--- config.mk ---
export PLATFORM = sky130hd
export DESIGN_NAME = mb_tx_serializer
export DESIGN_NICKNAME = d
export VERILOG_FILES = /design/src/rtl/mb_tx_serializer.sv
export SDC_FILE = /design/constraint.sdc
export NUM_CORES = 2
export LEC_CHECK = 0
export CAP_MARGIN = 20
export CORE_UTILIZATION = 55
export CTS_CLUSTER_SIZE = 25
export DETAILED_ROUTE_END_ITERATION = 10
export GPL_TIMING_DRIVEN = 0
export PLACE_DENSITY_LB_ADDON = 0.2
export SYNTH_ARGS = -nofsm -noshare
export SYNTH_HDL_FRONTEND = slang
export SYNTH_SLANG_ARGS = --single-unit
--- constraint.sdc ---
create_clock -name clk -period 64.7 [get_ports clk]
set_input_delay 6.47 -clock clk [delete_from_list [all_inputs] [get_ports clk]]
set_output_delay 6.47 -clock clk [all_outputs]
set_load 0.02 [all_outputs]
--- src/rtl/mb_tx_serializer.sv ---
// Mainband TX serializer: buffers 64-byte flits and emits each as 4 bursts x 8 UIs on 16 lanes.
// Build option MB_TX_PARITY_EN adds parity_oPin carrying the even parity of every UI.
module mb_tx_serializer #(
  parameter int unsigned flit_buffer_size = 4
) (
  input  logic        clk,
  input  logic        reset,
  input  logic        valid_i,
  input  logic [7:0]  data_i [64],
  output logic        ready_o,
  output logic        valid_oPin,
  output logic [15:0] dataPins_o,
  output logic        clk_en_o
`ifdef MB_TX_PARITY_EN
  ,
  output logic        parity_oPin
`endif
);

  localparam int unsigned AW = $clog2(flit_buffer_size);
  localparam int unsigned CW = AW + 1;
  localparam logic [CW-1:0] FULL_CNT = CW'(flit_buffer_size);

  typedef enum logic {
    IDLE = 1'b0,
    SEND = 1'b1
  } state_e;

  logic [511:0]  mem_q [flit_buffer_size];
  logic [511:0]  flit_in;
  logic [AW-1:0] wr_ptr_q, wr_ptr_d;
  logic [AW-1:0] rd_ptr_q, rd_ptr_d;
  logic [CW-1:0] count_q, count_d;
  state_e        state_q, state_d;
  logic [4:0]    ui_q, ui_d;
  logic [511:0]  flit_q, flit_d;
  logic [15:0]   ui_bits;
  logic [15:0]   pins_q, pins_d;
  logic          valid_q, valid_d;
  logic          clk_en_q, clk_en_d;
  logic          full, empty, push, pop;
`ifdef MB_TX_PARITY_EN
  logic          parity_q, parity_d;
`endif

  for (genvar b = 0; b < 64; b++) begin : g_pack
    assign flit_in[b*8 +: 8] = data_i[b];
  end

  // Lane l in the current UI carries bit ui[2:0] of byte (burst*16 + l).
  for (genvar l = 0; l < 16; l++) begin : g_lane
    assign ui_bits[l] = flit_q[{ui_q[4:3], 4'(l), ui_q[2:0]}];
  end

  always_ff @(posedge clk) begin
    if (push) begin
      mem_q[wr_ptr_q] <= flit_in;
    end
  end

  always_comb begin
    full     = (count_q == FULL_CNT);
    empty    = (count_q == '0);
    push     = valid_i && !full;
    pop      = 1'b0;
    state_d  = state_q;
    ui_d     = ui_q;
    flit_d   = flit_q;

    case (state_q)
      IDLE: begin
        if (!empty) begin
          pop     = 1'b1;
          flit_d  = mem_q[rd_ptr_q];
          ui_d    = '0;
          state_d = SEND;
        end
      end
      SEND: begin
        ui_d = ui_q + 5'd1;
        if (ui_q == 5'd31) begin
          if (!empty) begin
            pop    = 1'b1;
            flit_d = mem_q[rd_ptr_q];
          end else begin
            state_d = IDLE;
          end
        end
      end
      default: state_d = IDLE;
    endcase

    wr_ptr_d = wr_ptr_q + AW'(push);
    rd_ptr_d = rd_ptr_q + AW'(pop);
    count_d  = count_q + CW'(push) - CW'(pop);

    pins_d   = (state_q == SEND) ? ui_bits : '0;
    valid_d  = (state_q == SEND) && !ui_q[2];
    clk_en_d = (state_q == SEND);
`ifdef MB_TX_PARITY_EN
    parity_d = ^pins_d;
`endif
  end

  always_ff @(posedge clk) begin
    if (!reset) begin
      state_q  <= IDLE;
      ui_q     <= '0;
      flit_q   <= '0;
      wr_ptr_q <= '0;
      rd_ptr_q <= '0;
      count_q  <= '0;
      pins_q   <= '0;
      valid_q  <= 1'b0;
      clk_en_q <= 1'b0;
`ifdef MB_TX_PARITY_EN
      parity_q <= 1'b0;
`endif
    end else begin
      state_q  <= state_d;
      ui_q     <= ui_d;
      flit_q   <= flit_d;
      wr_ptr_q <= wr_ptr_d;
      rd_ptr_q <= rd_ptr_d;
      count_q  <= count_d;
      pins_q   <= pins_d;
      valid_q  <= valid_d;
      clk_en_q <= clk_en_d;
`ifdef MB_TX_PARITY_EN
      parity_q <= parity_d;
`endif
    end
  end

  assign ready_o    = !full;
  assign dataPins_o = pins_q;
  assign valid_oPin = valid_q;
  assign clk_en_o   = clk_en_q;
`ifdef MB_TX_PARITY_EN
  assign parity_oPin = parity_q;
`endif

endmodule

==> results.yml <==
floorplan:
  io_pins: 534
  die-area_sq_mm: 0.179
  core_sq_mm: 0.176
  rows: 154
  fp.dieH_um: 424
  die_x_um: 424
  start_util: 0.554
outcome:
  violations: "DRC"
  status: "finished with violations"
detailed_routing:
  drt-wirelength-per-cell_um: 27.3
  dr.pass1.iters: 9
  drc: 104
  num_vias: 52600
  wl_mm: 247
  drtIter0Drc: 4626
  vias_per_cell: 5.81
  route.antenna.remaining_nets: 0
timing:
  hold_viol_final: 0
  rsz0062_at_grt: "no"
  maxSlewViolCount: 0
  setup_viol: 0
  tightest_slew_ns: 1.21
  period_share: 0.139
  max_slew_margin: 0.191
  finalCriticalPeriod_ns: 8.97
  fin_worst_skew_ns: 0.0676
  timing.fmax_ghz: 0.111
  tns_ns: 0
global_routing:
  antenna_found_initial: 131
  grt_overflow_total: 0
  grt_pass1_vias: 53700
  grt_max_degree: 55
  grt_pass1_wl_mm: 357
  grt_usage: 0.277
place:
  port_buffers: 533
  dp_cells: 8502
  dp_hpwl_mm: 174
  gp_congestion: 0.817
clock_tree:
  tritoncts: "yes"
  numCtsBuffers: 279
  clk_pin_slew_ns: 0.06
  cts_sinks: 2591
  root_buffer: "clkbuf_16"
  cts_resized: 0
  cts_max_path_buffers: 4
  cts_hold_buf: 0
  postCtsSetupBuffers: 0
  cts_max_level: 5
  clk_latency_ns: 0.94
worst_setup_path:
  critPathKind: "in2reg"
  arrival_ns: 9.57
  required_ns: 65.30
  crit_top_cell: "buf_6"
  reg2regPathDepth: 16
  worst-path-max-fanout: 10
  worstPathCellList: "clkdlybuf4s50_1 > nand2_1 > nor3b_2 > buf_6 > buf_6 > buf_6 > buf_6 > buf_6 > buf_6 > buf_6 > buf_6 > buf_6 > buf_8"
  worstSetupStartpointType: "primary input"
  cpPeakStageDelay_ns: 0.72
  rrSetupSlack_ns: 59.96
  slowest_stage: "nor3b_2"
  endpoint_kind: "flop"
logic_synthesis:
  yosysWarnings: 0
  synth-seq-cells: 2591
  syn-num-nets: 5952
  synthCells: 5430
  synth_commonest_cells: "2,048 x edfxtp_1, 1,032 x nand2_1, 564 x mux4_2"
  synth_area_sq_mm: 0.0977
  ys_types: 49
  synthFlopType: "edfxtp_1"
  synth_most_common_cell: "edfxtp_1"
  synth_edf_count: 2048
  yosys.area.top_type_share: 0.629
  async_flop_share: 0
  ys_top_cells_by_area: "edfxtp_1 63%, mux4_2 13%, dfxtp_1 11%"
  synth-seq-area-share: 0.741
  avgSynthCellArea_sq_um: 18.0
  synth_top_area_cell: "edfxtp_1"
job:
  maxCapViolations: 0
final_layout:
  fin_nets: 6965
  fill_cells: 11700
  layout.cells.non_filler: 9055
  syn_to_final_growth_pct: 20.2
  drive_above_1_share: 0.214
power_and_ir_drop:
  power_leakage_nw: 38.4
  power_density_mw_per_mm2: 41.2
  ir_worst_vdd_mv: 0.0293
min_path:
  whs_path_depth: 2
  hold_path.class: "reg2reg"
-- placed cells by master (no fill, tap or decap), types with 36 or more instances in the layout --
master           count
edfxtp_1          2048
buf_6              153
o22ai_1             63
clkdlybuf4s50_1    533
a21boi_0           462
nand2_1           1032
buf_2              172
clkbuf_16          283
mux2i_1            130
a21boi_1            51
buf_4               74
clkbuf_8            36
mux4_2             564
diode_2             66
dfxtp_1            543
clkbuf_1           161
-- layout make-up --
cell class / count / area, sq um / area share
Buffer: 339 / 1770 / 0.0151
Inverter: 7 / 26.3 / 0.000224
Sequential cell: 2591 / 72400 / 0.616
Clock inverter: 91 / 862 / 0.00734
Clock buffer: 396 / 7870 / 0.0670
Multi-Input combinational cell: 2493 / 23600 / 0.201
Tap cell: 2340 / 2930 / 0.0249
Antenna cell: 66 / 165 / 0.00141
Timing Repair Buffer: 732 / 7880 / 0.0671
-- metrics by stage --
stage	total power [mW]	hold WS [ns]	setup WS, ns	utilization	instance area, sq um
detailed placement	3.36	0.446	54.83	0.616	109000
global route	5.04	0.470	55.60	0.666	117000
global placement	3.63	0.440	-13.13	0.601	106000
CTS	4.88	0.454	55.78	0.665	117000
finish	4.84	0.453	55.73	0.666	117000
floorplan	3.12	0.432	19.06	-	97700
-- power by group --
group          internal (mW)  switching, mW  leakage [nW]
Clock                  0.904          0.621          4.27
Sequential              2.06         0.0866          23.2
Combinational          0.521          0.647          10.9
Total                   3.49           1.35          38.4
-- critical path: cells and delay by family --
kind,cells,cell delay (ns)
buffers and inverters,11,2.19
AND/OR/NAND/NOR,2,0.88
-- path summary, 6_finish.rpt --
path / start / endpoint
setup / recovery: valid_i / mem_q[2][214]$_DFFE_PP_
hold / removal: flit_q[425]$_SDFFE_PN0P_ / flit_q[425]$_SDFFE_PN0P_
setup reg to reg: ui_q[2]$_SDFFE_PN0P_ / count_q[2]$_SDFF_PN0_
hold reg to reg: flit_q[425]$_SDFFE_PN0P_ / flit_q[425]$_SDFFE_PN0P_
-- sequential cells by signal (all words and copies together) (netlist names) --
register and count:
ui_q 5, valid_oPin 1, clk_en_d 1, dataPins_o 16, count_q 3, clk_en_o 1
mem_q 2048, flit_q 512, wr_ptr_q 2, rd_ptr_q 2
-- logic make-up after synthesis --
family | share of synthesized area
DFF | 0.741
and+or+nand+nor | 0.0448
muxes | 0.146
AOI/OAI and AO/OA | 0.0488
buffers and inverters | 0.0183
adders and majority gates | 0.000973
xor gates and xnor gates | 0.000359
-- layer usage --
layer,vias to the layer above,wire [um],GRT usage
met5,-,468,0
met4,72,10600,0.127
met3,538,17500,0.0577
met2,1850,126000,0.465
met1,27000,92200,0.347
li1,23200,-,-
Power figures use the tool's default switching activity.
